===== src/rtl/cla_seq_adder.sv =====
// Serial carry-look-ahead adder: adds two W=4*NIBBLES operands one nibble per
// cycle through a single 4-bit CLA slice. Define CLA_SEQ_SUB_EN to add a `sub` port (a-b mode).

module carry_look_ahead_gen (
  input  logic [3:0] a,
  input  logic [3:0] b,
  input  logic       cin,
  output logic [3:0] sum,
  output logic       carry
);
  logic [3:0] p;
  logic [3:0] g;
  logic [4:0] c;

  assign p = a ^ b;
  assign g = a & b;

  assign c[0] = cin;
  assign c[1] = g[0] | (p[0] & c[0]);
  assign c[2] = g[1] | (p[1] & g[0]) | (p[1] & p[0] & c[0]);
  assign c[3] = g[2] | (p[2] & g[1]) | (p[2] & p[1] & g[0]) | (p[2] & p[1] & p[0] & c[0]);
  assign c[4] = g[3] | (p[3] & g[2]) | (p[3] & p[2] & g[1]) | (p[3] & p[2] & p[1] & g[0])
              | (p[3] & p[2] & p[1] & p[0] & c[0]);

  assign sum   = p ^ c[3:0];
  assign carry = c[4];
endmodule

// Handshakes: a request moves on a rising edge with in_valid && in_ready, a
// result moves on a rising edge with res_valid && res_ready; valid never waits on ready.
module cla_seq_adder #(
  parameter int NIBBLES = 4
) (
  input  logic                   clk,
  input  logic                   rst_n,
  input  logic                   in_valid,
  output logic                   in_ready,
  input  logic [4*NIBBLES-1:0]   a,
  input  logic [4*NIBBLES-1:0]   b,
  input  logic                   cin,
`ifdef CLA_SEQ_SUB_EN
  input  logic                   sub,
`endif
  output logic                   res_valid,
  input  logic                   res_ready,
  output logic [4*NIBBLES-1:0]   sum,
  output logic                   cout,
  output logic                   busy,
  output logic [1:0]             dbg_state
);
  localparam int W  = 4 * NIBBLES;
  localparam int IW = (NIBBLES > 1) ? $clog2(NIBBLES) : 1;

  typedef enum logic [1:0] {
    IDLE = 2'd0,
    RUN  = 2'd1,
    DONE = 2'd2
  } state_t;

  state_t          state;
  state_t          state_nxt;
  logic [W-1:0]    a_q;
  logic [W-1:0]    b_q;
  logic            carry_q;
  logic [IW-1:0]   idx;
  logic [W-1:0]    sum_q;
  logic            cout_q;
  logic            accept;
  logic            last;
  logic            sub_mode;
  logic [3:0]      cla_sum;
  logic            cla_carry;

`ifdef CLA_SEQ_SUB_EN
  assign sub_mode = sub;
`else
  assign sub_mode = 1'b0;
`endif

  // in_ready is gated by rst_n so it reads low for the whole reset window.
  assign in_ready  = (state == IDLE) && rst_n;
  assign res_valid = (state == DONE);
  assign busy      = (state != IDLE);
  assign dbg_state = state;
  assign sum       = sum_q;
  assign cout      = cout_q;

  assign accept = in_valid && in_ready;
  assign last   = (idx == IW'(NIBBLES - 1));

  carry_look_ahead_gen u_cla (
    a_q[{idx, 2'b00} +: 4],
    b_q[{idx, 2'b00} +: 4],
    carry_q,
    cla_sum,
    cla_carry
  );

  always_ff @(posedge clk or negedge rst_n) begin
    if (!rst_n) begin
      state <= IDLE;
    end else begin
      state <= state_nxt;
    end
  end

  always_comb begin
    state_nxt = state;
    unique case (state)
      IDLE:    if (accept) state_nxt = RUN;
      RUN:     if (last) state_nxt = DONE;
      DONE:    if (res_ready) state_nxt = IDLE;
      default: state_nxt = IDLE;
    endcase
  end

  always_ff @(posedge clk or negedge rst_n) begin
    if (!rst_n) begin
      a_q     <= '0;
      b_q     <= '0;
      carry_q <= 1'b0;
      idx     <= '0;
      sum_q   <= '0;
      cout_q  <= 1'b0;
    end else begin
      unique case (state)
        IDLE: begin
          if (accept) begin
            a_q     <= a;
            // Subtraction is a + ~b + 1: invert b once here and seed the carry.
            b_q     <= sub_mode ? ~b : b;
            carry_q <= sub_mode ? 1'b1 : cin;
            idx     <= '0;
            sum_q   <= '0;
            cout_q  <= 1'b0;
          end
        end
        RUN: begin
          sum_q[{idx, 2'b00} +: 4] <= cla_sum;
          carry_q                  <= cla_carry;
          idx                      <= idx + IW'(1);
          if (last) cout_q <= cla_carry;
        end
        default: begin
        end
      endcase
    end
  end
endmodule


===== config.mk =====
export PLATFORM = sky130hd
export DESIGN_NAME = cla_seq_adder
export DESIGN_NICKNAME = d
export VERILOG_FILES = /design/src/rtl/cla_seq_adder.sv
export SDC_FILE = /design/constraint.sdc
export NUM_CORES = 1
export LEC_CHECK = 0
export BUFFER_PORTS_ARGS = -buffer_cell sky130_fd_sc_hd__buf_4
export CAP_MARGIN = 20
export CORE_MARGIN = 4
export CORE_UTILIZATION = 57
export CTS_CLUSTER_DIAMETER = 50
export DETAILED_ROUTE_END_ITERATION = 10
export GPL_TIMING_DRIVEN = 0
export HOLD_SLACK_MARGIN = 0.02
export PLACE_DENSITY_LB_ADDON = 0.1
export SLEW_MARGIN = 20
export SYNTH_ARGS = -nofsm -noshare
export SYNTH_HDL_FRONTEND = slang
export SYNTH_HIERARCHICAL = 1
export SYNTH_SLANG_ARGS = --single-unit

===== constraint.sdc =====
create_clock -name clk -period 7.1 [get_ports clk]
set_input_delay 0 -clock clk [delete_from_list [all_inputs] [get_ports clk]]
set_output_delay 0 -clock clk [all_outputs]
set_load 0.1 [all_outputs]

# ---- Yosys cells after proc, flatten, opt, wreduce, memory -nomap -nowiden
# Cells that the tools add are included.
# Widths: inputs -> output; s select.
dict set report totals {
  ff_bits 54
  output_inout_bits 22
  word_cells 71
}
dict set report op_classes {
  add_sub_neg 2
  eq_ne 6
  shift 4
  mux 14
  bitwise 29
  n_reduce_logical 9
}
# cell n
set ops {}
lappend ops {{$pmux 16 s2} 1}
lappend ops {{$shiftx 16x5->4} 2}
lappend ops {{$and 1x1->1} 16}
lappend ops {{$bwmux 16} 1}
lappend ops {{$mux 16} 1}
lappend ops {{$shift 4x6->16 const A} 1}
lappend ops {{$shiftx 4x6->16} 1}
lappend ops {{$or 1x1->1} 10}
lappend ops {{$mux 2} 4}
lappend ops {{$xor 4x4->4} 2}
lappend ops {{$neg 4->6} 1}
lappend ops {{$pmux 2 s3} 1}
lappend ops {{$reduce_and 3->1} 2}
lappend ops {{$and 4x4->4} 1}
lappend ops {{$eq 2x2->1 const B} 2}
lappend ops {{$ne 2x2->1 const B} 2}
lappend ops {{$pmux 1 s2} 2}
lappend ops {{$pmux 2 s2} 1}
lappend ops {{$reduce_and 2->1} 2}
lappend ops {{$reduce_bool 2->1} 2}
lappend ops {{$mux 1} 3}
lappend ops {{$add 2x1->2 const B} 1}
lappend ops {{$eq 2x1->1 const B} 1}
lappend ops {{$logic_and 1x1->1} 2}
lappend ops {{2 further kinds} 2}

# ---- Longest topological paths before layout
dict set report depth {
  word_depth 10
  ltp_mapped 7
  mapped_depth_nobuf 6
}

# ---- By module
# Netlist, hierarchy kept.
# mod instances cells_each area_per_inst_um2 seq_area_each_um2
set modules_own_cells {}
lappend modules_own_cells {cla_seq_adder 1 155 2376.0 1351.3}
lappend modules_own_cells {carry_look_ahead_gen 1 17 147.6 0.0}

# ---- Worst setup path after synthesis
# OpenSTA, ideal clock, no wires.
dict set report synth_path {
  kind {flip-flop to output port}
  from {reg state[0], in the netlist dbg_state[0]}
  to {out in_ready}
  arrival_ns 2.873
  t_required_ns 7.100
  slack_ns 4.227
  path_stages_with_launch 4
  n_path_buf 1
  path_cell_list {dfrtp_1 buf_6 or2_2 nor2_1}
}
dict set report synth_between {
  elab_chain_len 2
}
# item line_no
set synth_lines {}
lappend synth_lines {{from (decl)} 60} ;# state_t state;
lappend synth_lines {{from (signal assigned)} 103} ;# state <= state_nxt;
lappend synth_lines {{$logic_not 2->1} 81} ;# assign in_ready = (state == IDLE) && rst_n;
lappend synth_lines {{$logic_and 1x1->1} 81}
lappend synth_lines {{to (decl)} 37} ;# output logic in_ready,
# No other way between the ends.

# ---- Worst setup path in the final report
dict set report layout_path {
  from {reg idx[0]}
  to {reg carry_q}
}
dict set report layout_between {
  elab_chain_len 8
  word_cells_on_any_way 16
  cone_classes {shift (2); mux (1); bitwise (13)}
}
# item line_no
set layout_lines {}
lappend layout_lines {{from (decl)} 65} ;# logic [IW-1:0] idx;
lappend layout_lines {{from (signal assigned)} 141} ;# idx <= idx + IW'(1);
lappend layout_lines {{$shiftx 16x5->4, on equally long branches} {92, 93}}
lappend layout_lines {{$xor 4x4->4 or $and 4x4->4 (tied branches)} {15, 16}}
lappend layout_lines {{$and 1x1->1, on equally long branches} {22, 23}}
lappend layout_lines {{$or 1x1->1 (tied with other cells) (2 in series)} 22} ;# assign c[4] = g[3] | (p[3] & g[2]) | (p[3] & p[2] & g[1]) | (p[3] & p[2] & p[1] & g[0])
lappend layout_lines {{$or 1x1->1 or $and 1x1->1 (tied branches)} {22, 23}}
lappend layout_lines {{$or 1x1->1 *} 23} ;# | (p[3] & p[2] & p[1] & p[0] & c[0]);
lappend layout_lines {{via cla_carry} 72} ;# logic cla_carry;
lappend layout_lines {{$pmux 1 s2 *} 126} ;# unique case (state)
lappend layout_lines {{to (signal assigned)} 132} ;# carry_q <= sub_mode ? 1'b1 : cin;
lappend layout_lines {{to (signal assigned)} 140} ;# carry_q <= cla_carry;
lappend layout_lines {{to (decl)} 64} ;# logic carry_q;
# Mark *: on every way through the listed nets, which the timed path passes. The rest lies on a longest branch.
# A chain may end at the register's enable or synchronous reset.

==> reports/metrics.cfg <==
[sta]
drv_slew = 0
fin_crit_sh_pct = 38.6
tightest_slew_ps = 676
finClkSkew_ps = 5.83
slew_headroom_pct = 55.0
max_freq_ghz = 0.365
fin_hold_ws_ps = 268
finalCriticalPeriod_ps = 2740
hold_viol_final = 0
rsz0062_at_grt = no
setup_viol = 0
tns_ps = 0

[clocking]
clkLatencyLatePin_ps = 300
path_clk_slew_ps = 90
h-tree-depth = 2
cts_buffers = 5
cts-root-buf = clkbuf_8
cts.sinks = 54
cts_setup_buffers = 0
tritoncts = built
cts_buffer_depth = 2

[yosys]
yosysWarnings = 6
synth_cells = 172
syn-mean-instance-area_um2 = 14.7
syn_nets = 219
muxShareOfSynthArea_pct = 21.4
synth-adder-area-share_pct = 5.26
synthXorXnorAreaFrac_pct = 1.04
synth_top_family_by_area = multiplexers
ys_ff_latch = 54
syn-cell-area_mm2 = 0.00252
synth-seq-area-share_pct = 53.5
synth-simple-area-share_pct = 4.51
ys_types = 36
synth_compound_area_share_pct = 9.97

[detailed_routing]
via_per_inst = 5.77
ant_nets = 0
drtIter0Drc = 119
wl_um = 5820
dr.pass1.iters = 6
wl_per_cell_um = 18.0
vias = 1864
route.detailed.drc = 0

[global_routing]
grt_pass1_vias = 2031
antenna_found_initial = 0
grt_start_max_net_pins = 57
grt_overflow_total = 0
track_usage_pct = 23.0
met2_usage_pct = 41.4
busiest_layer = met2
use_met1_pct = 26.6
grt_pass1_wl_um = 9510
gr-usage-met3_pct = 4.59

[floorplanning]
start_util_pct = 60.9
fp-row-count = 23
ios = 59
die_h_um = 74.5
core-area_mm2 = 0.00414
dieWidth_um = 74.5
dieArea_mm2 = 0.00556

[setup_path]
crit_path_start_kind = flip-flop
timing.rr.end = carry_q$_DFFE_PN0P_
reg2reg_slack_ps = 4360
cp-end-kind = flip-flop
reg2reg_depth = 7
cp.arrival_ps = 2930
worstReg2RegStart = idx[0]$_DFFE_PN0P_
worst-path-max-fanout = 10
worstSetupPathType = flip-flop to flip-flop
crit_required_ps = 7290

[finish]
drive_gt1_share_pct = 43.6
syn2layout_area_growth_pct = 38.0
diodes = 0
nets = 319

[place]
globalplace.congestion = 0.813
portBuffers = 58
hpwl_um = 3920

[hold_path]
hp-class = primary input to asynchronous set/reset pin

[job]
drv_cap = 0

[outcome]
status = completed

-- cells in the final DEF, fill, tap and decap left out, types with 2 or more instances in the layout --
| cell | netlist | routed |
|---|---|---|
| a22o_1 | 16 | 16 |
| mux2_2 | 32 | 32 |
| dfrtp_1 | 54 | 54 |
| nand2_1 | 4 | 4 |
| a21o_1 | 3 | 3 |
| dlygate4sd3_1 | 0 | 35 |
| nor2_1 | 2 | 2 |
| ha_1 | 9 | 9 |
| nor4_1 | 2 | 2 |
| buf_6 | 3 | 3 |
| buf_4 | 2 | 60 |
| a31oi_1 | 3 | 3 |
| mux4_2 | 8 | 8 |
| buf_2 | 2 | 2 |
| o31ai_1 | 2 | 2 |
| inv_1 | 8 | 8 |
| xnor2_1 | 2 | 2 |
| clkbuf_8 | 0 | 8 |
-- cell families (layout without fill, tap and decap cells) --
family / Yosys count / after routing
AOI/OAI and AO/OA: 31 / 31
xor gates and xnor gates: 3 / 3
muxes: 40 / 40
buffers and inverters: 17 / 118
and+or+nand+nor: 17 / 17
DFF: 54 / 54
adders and majority gates: 10 / 10
-- cell type report --
| cell class | instances | area [µm²] |
|---|---|---|
| well taps | 50 | 62.6 |
| inverters | 8 | 30.0 |
| clock buffers | 8 | 110 |
| plain buffers | 9 | 77.6 |
| multi-input cells | 101 | 1060 |
| fillers | 213 | 662 |
| flip-flops and latches | 54 | 1350 |
| repair buffers | 93 | 786 |
-- state kept, by name, indices dropped and copies added (netlist names) --
| name | count |
|---|---|
| a_q | 16 |
| b_q | 16 |
| carry_q | 1 |
| cout | 1 |
| dbg_state | 2 |
| idx | 2 |
| sum | 16 |
-- through the flow --
step	util (%)	instances	instance area, µm²	worst slack [ps]
2_1_floorplan	-	172	2520	4230
3_3_place_gp	72.9	280	3020	4390
3_5_place_dp	72.9	280	3020	4360
4_1_cts	84.0	323	3480	4330
5_1_grt	84.0	323	3480	4230
6_report	84.0	323	3480	4360
-- what timing repair did --
action | 4_1_cts | 5_1_grt
setup endpoints to repair | 0 | 0
resized for setup | 0 | 0
hold buffers | 35 | 0
endpoints found under the hold margin | 88 | 0
-- synthesized netlist by cell type --
cell type / count / share of area [%]
nor4_2: 1 / 0.50
nor3b_1: 1 / 0.30
clkbuf_1: 1 / 0.15
dfrtp_1: 54 / 54
a21oi_2: 1 / 0.35
or2_2: 1 / 0.25
mux2_2: 32 / 14
a32o_1: 1 / 0.40
buf_4: 2 / 0.59
nand2b_2: 1 / 0.35
o31ai_1: 2 / 0.59
a22o_1: 16 / 5.6
a21o_1: 3 / 0.89
nor2b_1: 1 / 0.25
a31o_1: 1 / 0.35
a21oi_1: 1 / 0.20
a31oi_1: 3 / 0.74
o21ai_0: 1 / 0.20
buf_2: 2 / 0.40
nor4b_2: 1 / 0.59
xnor2_1: 2 / 0.69
nand2_1: 4 / 0.59
nand2b_1: 1 / 0.25
nor4bb_1: 1 / 0.40
ha_1: 9 / 4.5
buf_8: 1 / 0.59
inv_1: 8 / 1.2
o21bai_1: 1 / 0.30
nor4_1: 2 / 0.50
buf_6: 3 / 1.3
a221o_1: 1 / 0.40
xor2_1: 1 / 0.35
fa_1: 1 / 0.79
nor2_1: 2 / 0.30
mux4_2: 8 / 7.1
or3_1: 1 / 0.25
-- routing by layer --
layer | vias to the layer above | routed length (µm)
met5 | - | 0
met4 | 0 | 91
met3 | 10 | 348
met2 | 67 | 3080
met1 | 944 | 2300
li1 | 843 | -
-- worst max path at each step --
stage,from,end,slack (ps),cells past startpoint
after floorplan,dbg_state[0]$_DFFE_PN0P_,in_ready,4230,3
after global placement,idx[0]$_DFFE_PN0P_,carry_q$_DFFE_PN0P_,4390,7
after detailed placement,idx[0]$_DFFE_PN0P_,carry_q$_DFFE_PN0P_,4360,7
after CTS,idx[0]$_DFFE_PN0P_,carry_q$_DFFE_PN0P_,4330,7
after global routing,idx[0]$_DFFE_PN0P_,carry_q$_DFFE_PN0P_,4230,7
final,idx[0]$_DFFE_PN0P_,carry_q$_DFFE_PN0P_,4360,7
-- worst max-delay path, stage by stage (launching register included) --
cell and delay [ps]:
dfrtp_1 430, buf_2 350, mux4_2 580, ha_1 310
a21o_1 190, a31o_1 240, a21o_1 210, a221o_1 320
Power is not shown: default switching activity piles up to over one toggle a cycle in this logic, so the estimate is an artifact.
